<file path="config.mk">
export PLATFORM = sky130hd
export DESIGN_NAME = calc_seq_ctrl
export DESIGN_NICKNAME = d
export VERILOG_FILES = /design/src/rtl/calc_seq_ctrl.sv
export SDC_FILE = /design/constraint.sdc
export NUM_CORES = 1
export LEC_CHECK = 0
export ABC_CLOCK_PERIOD_IN_PS = 2800
export BUFFER_PORTS_ARGS = -buffer_cell sky130_fd_sc_hd__buf_2
export CAP_MARGIN = 20
export CORE_ASPECT_RATIO = 1.1
export CORE_MARGIN = 4
export CORE_UTILIZATION = 50
export DETAILED_ROUTE_END_ITERATION = 10
export HOLD_SLACK_MARGIN = 0.12
export PLACE_DENSITY = 0.75
export SETUP_SLACK_MARGIN = 0.2
export SYNTH_ARGS = -nofsm -noshare
export SYNTH_HDL_FRONTEND = slang
export SYNTH_SLANG_ARGS = --single-unit
</file>
<file path="constraint.sdc">
create_clock -name clk -period 2.8 [get_ports clk]
set_clock_uncertainty 0.2 [all_clocks]
set_input_delay 0.56 -clock clk [delete_from_list [all_inputs] [get_ports clk]]
set_output_delay 0.56 -clock clk [all_outputs]
set_load 0.05 [all_outputs]
</file>
<file path="src/rtl/calc_seq_ctrl.sv">
// Sequencing controller for the shared 8-bit adder: single-pass add/sub,
// 8-step shift-add multiply and 8-step restoring divide over the same adder.
module calc_seq_ctrl #(
  parameter int N = 8
) (
  input  logic           clk,
  input  logic           reset,
  input  logic           start,
  input  logic [1:0]     op,
  input  logic [N-1:0]   a,
  input  logic [N-1:0]   b,
  output logic           busy,
  output logic           done,
  output logic [2*N-1:0] result,
  output logic           ovf,
  output logic           div_by_zero,
  output logic [N-1:0]   add_a,
  output logic [N-1:0]   add_b,
  output logic           add_cin,
  input  logic [N-1:0]   add_s,
  input  logic           add_cout,
  input  logic           add_ovr,
  output logic [2:0]     state_dbg
);

  localparam int CW = $clog2(N);

  typedef enum logic [2:0] {
    S_IDLE   = 3'd0,
    S_ADDSUB = 3'd1,
    S_MUL    = 3'd2,
    S_DIV    = 3'd3,
    S_DONE   = 3'd4
  } state_e;

  state_e           state_q, state_d;
  logic             sub_q, sub_d;
  logic [N-1:0]     b_q, b_d;
  logic [N-1:0]     hi_q, hi_d;   // PH for multiply, R for divide
  logic [N-1:0]     lo_q, lo_d;   // A for add/sub, PL for multiply, Q for divide
  logic [CW-1:0]    cnt_q, cnt_d;
  logic [2*N-1:0]   result_q, result_d;
  logic             ovf_q, ovf_d;
  logic             dbz_q, dbz_d;
  logic [N-1:0]     div_t;
  logic             qbit;

  // Handshake: start is taken only on an edge where busy=0; the result is
  // valid in the single cycle done=1 and stays on result until the next accept.
  assign busy        = (state_q != S_IDLE);
  assign done        = (state_q == S_DONE);
  assign result      = result_q;
  assign ovf         = ovf_q;
  assign div_by_zero = dbz_q;
  assign state_dbg   = state_q;

  assign div_t = {hi_q[N-2:0], lo_q[N-1]};
  // The bit shifted out of R means T >= 2^N, so the subtraction always fits.
  assign qbit  = add_cout | hi_q[N-1];

  always_comb begin
    add_a   = '0;
    add_b   = '0;
    add_cin = 1'b0;
    case (state_q)
      S_ADDSUB: begin
        add_a   = lo_q;
        add_b   = sub_q ? ~b_q : b_q;
        add_cin = sub_q;
      end
      S_MUL: begin
        add_a = hi_q;
        add_b = lo_q[0] ? b_q : '0;
      end
      S_DIV: begin
        add_a   = div_t;
        add_b   = ~b_q;
        add_cin = 1'b1;
      end
      default: ;
    endcase
  end

  always_comb begin
    state_d  = state_q;
    sub_d    = sub_q;
    b_d      = b_q;
    hi_d     = hi_q;
    lo_d     = lo_q;
    cnt_d    = cnt_q;
    result_d = result_q;
    ovf_d    = ovf_q;
    dbz_d    = dbz_q;
    case (state_q)
      S_IDLE: begin
        if (start) begin
          sub_d = op[0];
          b_d   = b;
          hi_d  = '0;
          lo_d  = a;
          cnt_d = '0;
          ovf_d = 1'b0;
          dbz_d = 1'b0;
          case (op)
            2'b10: state_d = S_MUL;
            2'b11: begin
              if (b == '0) begin
                state_d  = S_DONE;
                dbz_d    = 1'b1;
                result_d = {a, {N{1'b1}}};
              end else begin
                state_d = S_DIV;
              end
            end
            default: state_d = S_ADDSUB;
          endcase
        end
      end
      S_ADDSUB: begin
        result_d = {{N{add_s[N-1]}}, add_s};
        ovf_d    = add_ovr;
        state_d  = S_DONE;
      end
      S_MUL, S_DIV: begin
        if (state_q == S_MUL) begin
          hi_d = {add_cout, add_s[N-1:1]};
          lo_d = {add_s[0], lo_q[N-1:1]};
        end else begin
          hi_d = qbit ? add_s : div_t;
          lo_d = {lo_q[N-2:0], qbit};
        end
        if (cnt_q == CW'(N-1)) begin
          cnt_d    = '0;
          result_d = {hi_d, lo_d};
          state_d  = S_DONE;
        end else begin
          cnt_d = cnt_q + 1'b1;
        end
      end
      S_DONE:  state_d = S_IDLE;
      default: state_d = S_IDLE;
    endcase
  end

  always_ff @(posedge clk) begin
    if (reset) begin
      state_q  <= S_IDLE;
      sub_q    <= 1'b0;
      b_q      <= '0;
      hi_q     <= '0;
      lo_q     <= '0;
      cnt_q    <= '0;
      result_q <= '0;
      ovf_q    <= 1'b0;
      dbz_q    <= 1'b0;
    end else begin
      state_q  <= state_d;
      sub_q    <= sub_d;
      b_q      <= b_d;
      hi_q     <= hi_d;
      lo_q     <= lo_d;
      cnt_q    <= cnt_d;
      result_q <= result_d;
      ovf_q    <= ovf_d;
      dbz_q    <= dbz_d;
    end
  end

endmodule
</file>
=== After elaboration in Yosys (flattened, before gate mapping) ===
Cells that the tools add are included.

* Mux-type cells: 29
* Bitwise gates (word level): 2
* Eq/ne operators: 11
* Add/subtract/negate cells: 1
* Reduce and logical (&&, ||, !) cells: 12

{| class="wikitable"
|+ Operators with widths
! cell !! number
|-
| 16-bit 2-to-1 mux || 4
|-
| 8-bit 2-to-1 mux || 7
|-
| 16-bit case mux with 3 select lines || 1
|-
| 8-bit case mux with 3 select lines || 2
|-
| 8-bit case mux with 2 select lines || 2
|-
| 3-bit 2-to-1 mux || 5
|-
| 3-bit case mux with 2 select lines || 2
|-
| 3-bit case mux with 3 select lines || 1
|-
| 8-bit zero test || 1
|-
| 8-bit NOT || 1
|-
| 2-bit AND reduction || 4
|-
| 3-bit by 2-bit == test with 1-bit output, second input constant || 2
|-
| 3-bit == test, second input constant || 2
|-
| 2-bit != test, second input constant || 3
|-
| 3-bit nonzero test || 2
|-
| 5-bit AND reduction || 1
|-
| 2-bit == test, second input constant || 2
|-
| 1-bit case mux with 2 select lines || 2
|-
| 2-bit nonzero test || 2
|-
| 3-bit by 1-bit adder with 3-bit output, second input constant || 1
|-
| 3-bit by 1-bit == test with 1-bit output, second input constant || 1
|-
| 3-bit zero test || 1
|-
| 1-bit 2-to-1 mux || 3
|-
| 2-bit by 1-bit != test with 1-bit output, second input constant || 1
|-
| 2 further kinds || 2
|}

* Output and inout port bits: 40
* Word-level logic and storage cells: 64
* Register bits: 49
* Input bits: 31

=== Longest topological paths before layout ===
* Word-level depth: 5
* Depth in mapped cells: 8
* Gate-level depth less buffers: 7

=== Worst setup path before layout ===
Ideal clock, no wire load.

* Path type: flip-flop to output port
* Start: register state_q[1], in the netlist state_dbg[1]
* End: output add_b[0]
* Data arrival time: 2.321 ns
* Path buffers: 2
* Slack: -0.281 ns
* Data required time: 2.040 ns
* Stages on the path, launching flop included: 8
* Cell sequence: dfxtp_1 -> buf_2 -> nor2b_1 -> clkbuf_1 -> nand2_1 -> o21ai_1 -> a21oi_1 -> nor2_1

* Cells in the longest elaborated chain, start to end: 2
* Elaborated cells between the ends (all ways): 4
* Those cells by class: 3 x eq/ne; 1 x mux

{| class="wikitable"
|+ RTL lines
! item !! RTL line !! source
|-
| start: declaration || 36 || <nowiki>state_e state_q, state_d;</nowiki>
|-
| start signal: assignment || 157 || <nowiki>state_q <= state_d;</nowiki>
|-
| 3-bit by 2-bit == test with 1-bit output / 3-bit by 1-bit == test with 1-bit output (equally long branches) || 65 || <nowiki>case (state_q)</nowiki>
|-
| 8-bit case mux with 3 select lines (*) || 65 ||
|-
| end: declaration || 18 || <nowiki>output logic [N-1:0] add_b,</nowiki>
|}

Every way passes the cells marked *; elsewhere a longest branch is shown, timed or not.

=== Worst setup path after layout ===
* Start: register state_q[1], in the netlist state_dbg[1]
* End: output add_b[2]

The elaborated chain is that of the path after synthesis.

==> results_dict.tcl <==
set metrics [dict create \
    combPwrFrac 0.345 \
    slew_headroom 0.361 \
    grtUsageMet2 0.396 \
    synthMuxAreaShare 0.0797 \
    finalSetupViolCount 0 \
    synth_fp_nets 423 \
    peakVddDrop_v 0.000327 \
    crit_arrival_ns 1.73 \
    antenna_cells 0 \
    fin_area_um2 3570 \
    timing_hold_violations_final 0 \
    antenna_found_initial 0 \
    startpoint "state_dbg[1]" \
    wl_um 8590 \
    status "finished clean" \
    ant_nets 0 \
    synthArstFlopShare 0 \
    hp-class "reg -> reg" \
    grt_usage 0.242 \
    dp_hpwl_um 5870 \
    tns_ns 0 \
    met1_usage 0.329 \
    cts_htree_levels 2 \
    power.switching_w 0.000788 \
    synth-seq-cells 49 \
    io_buffers 70 \
    slew_viol_final 0 \
    synth_top_family_by_area "simple AND/OR/NAND/NOR gates" \
    core_area_um2 5730 \
    wire_per_inst_um 16.3 \
    drive_gt1_frac 0.304 \
    ys_top_cells_by_count "nor2_1 (77), nand2_1 (54), dfxtp_1 (49)" \
    yosysMostFrequentCell "nor2_1" \
    numCtsBuffers 5 \
    fin_crit_ns 2.49 \
    maxCapViolations 0 \
    seq_area_frac_synth 0.334 \
    grt_pass1_vias 2781 \
    seqPwrFrac 0.411 \
    cp-end-kind "primary output" \
    place_area_um2 3390 \
    drt_first_pass_iters 5 \
    top_usage_layer "met2" \
    fmax_ghz 0.402 \
    final_nets 484 \
    insertion_delay_ns 0.31 \
    min_period_over_period 0.889 \
    reg2reg_to "result[15]" \
    grt_start_max_net_pins 51 \
    dieArea_um2 7160 \
    clkPwrFrac 0.244 \
    fillers 552 \
    grt_util_met3 0.0346 \
    reg2reg_depth 6 \
    avgSynthCellArea_um2 7.53 \
    synth_edf_count 0 \
    cp_slowest_cell "dfxtp_4" \
    swShare 0.387 \
    rsz0062_at_grt "false" \
    rrSetupSlack_ns 0.39 \
    die_x_um 81.1 \
    drc_errors 0 \
    p_per_area_nw_per_um2 570 \
    ys_types 49 \
    start_util 0.512 \
    syn-cell-area_um2 2940 \
    area_growth_pct 21.6 \
    place_congestion 0.857 \
    root_buffer "clkbuf_8" \
    path_cells "nor2b_1, nand2_1, o21ai_4, a21oi_1, nor2_4, buf_2" \
    syn_inst 390 \
    clkTransAtPathRegs_ns 0.09 \
    crit_fanout 15 \
    synth.area.top_cells "dfxtp_1 (33%), nor2_1 (9.8%), nand2_1 (6.9%)" \
    yosys.area_share.simple 0.297 \
    dieHeight_um 88.4 \
    worst_pin_slew_ns 0.959 \
    synth_compound_area_frac 0.217 \
    crit_path_end "add_b[2]" \
    p_int_w 0.00125 \
    fp-row-count 29 \
    cts_tree "built" \
    vias_per_cell 5.78 \
    cts_buffer_depth 2 \
    critPathMaxStageDelay_ns 0.45 \
    p_leak_nw 1.53 \
    yosys.area.top_type "dfxtp_1" \
    yosysWarnings 0 \
    io_pins 71 \
    clock_sinks 49 \
    synth_fa_ha_area_frac 0.00852 \
    start_kind "flip-flop" \
    synth-main-ff-cell "dfxtp_1" \
    num_vias 3054 \
    critPathKind "reg -> out" \
    grt-ovfl-total 0 \
    timing.rr.start "state_dbg[2]" \
    drtIter0Drc 256 \
    synth_top_area_share 0.334 \
    synth-xor-area-share 0 \
    critical_path_required_ns 2.04 \
    fin_util 0.623 \
    grt_pass1_wl_um 13700 \
]
layer usage:
metal,vias up,share of wire
met1,1430,0.43
met3,16,0.067
met2,124,0.48
met5,-,0
li1,1484,-
met4,0,0.020
kinds of logic after synthesis:
family / count (synthesis)
simple gates: 187
fa+ha+maj: 2
compound gates: 94
flops: 49
mux: 23
buf+inv: 35
worst max-delay path: cells and delay by family, from the launching register on:
kind / cells / cell delay [ns]
AND/OR/NAND/NOR: 3 / 0.40
buffers and inverters: 1 / 0.26
AO/OA/AOI/OAI: 2 / 0.29
flip-flops: 1 / 0.45
flip-flops by register name, summed over array words and instances (netlist names):
register	flops
b_q	8
cnt_q	3
div_by_zero	1
hi_q	8
lo_q	8
ovf	1
result	16
state_dbg	3
sub_q	1
power by group through the flow:
stage | Combinational [W] | Clock, W | Sequential (W)
final | 0.000703 | 0.000497 | 0.000836
after global routing | 0.000755 | 0.000525 | 0.000846
after CTS | 0.000678 | 0.000498 | 0.000836
after detailed placement | 0.000673 | 0 | 0.000851
after global placement | 0.000667 | 0 | 0.000849
after floorplan | 0.000420 | 0 | 0.000941
repair_timing:
action / 4_1_cts / 5_1_grt
gates resized for setup: 3 / 3
hold endpoints to repair: 0 / 0
endpoints found under the setup margin: 12 / 13
gates cloned: 0 / 0
setup buffers: 0 / 6
hold buffers: 0 / 0
per-stage QoR:
stage	hold slack, ns	instances	setup slack [ns]	total power, W
2_1_floorplan	0.248	390	0.183	0.00136
3_3_place_gp	0.240	515	0.296	0.00152
3_5_place_dp	0.244	515	0.244	0.00152
4_1_cts	0.257	522	0.235	0.00201
5_1_grt	0.290	528	0.202	0.00213
6_report	0.254	528	0.311	0.00204
final cells by class:
| type | instances | area, um2 | share of cell area |
|---|---|---|---|
| timing repair buffer | 87 | 509 | 0.143 |
| clock inverter | 2 | 35.0 | 0.00981 |
| clock buffer | 5 | 68.8 | 0.0193 |
| tap | 77 | 96.3 | 0.0270 |
| inverter | 2 | 7.51 | 0.00210 |
| multi-input combinational | 306 | 1860 | 0.522 |
| sequential | 49 | 990 | 0.277 |
layout by cell type (no fill, tap or decap), types with 6 or more instances in the layout:
master    count
nor2_2        9
buf_4        14
dfxtp_1      46
a31oi_1      15
nand2_1      54
buf_2        69
nor2_1       61
and3_1        6
a21oi_1      36
nor2_4       10
nor3_1       16
a211oi_1     17
nand3b_1      6
mux2i_1      20
worst min-delay path by stage:
stage	cells after the start	from	slack, ns	end
5_1_grt	2	div_by_zero	0.29	div_by_zero
4_1_cts	2	div_by_zero	0.26	div_by_zero
6_report	2	div_by_zero	0.25	div_by_zero
3_3_place_gp	2	div_by_zero	0.24	div_by_zero
3_5_place_dp	2	div_by_zero	0.24	div_by_zero
2_1_floorplan	2	b_q[3]	0.25	b_q[3]
Note: power is estimated with default switching activity, not from simulation.
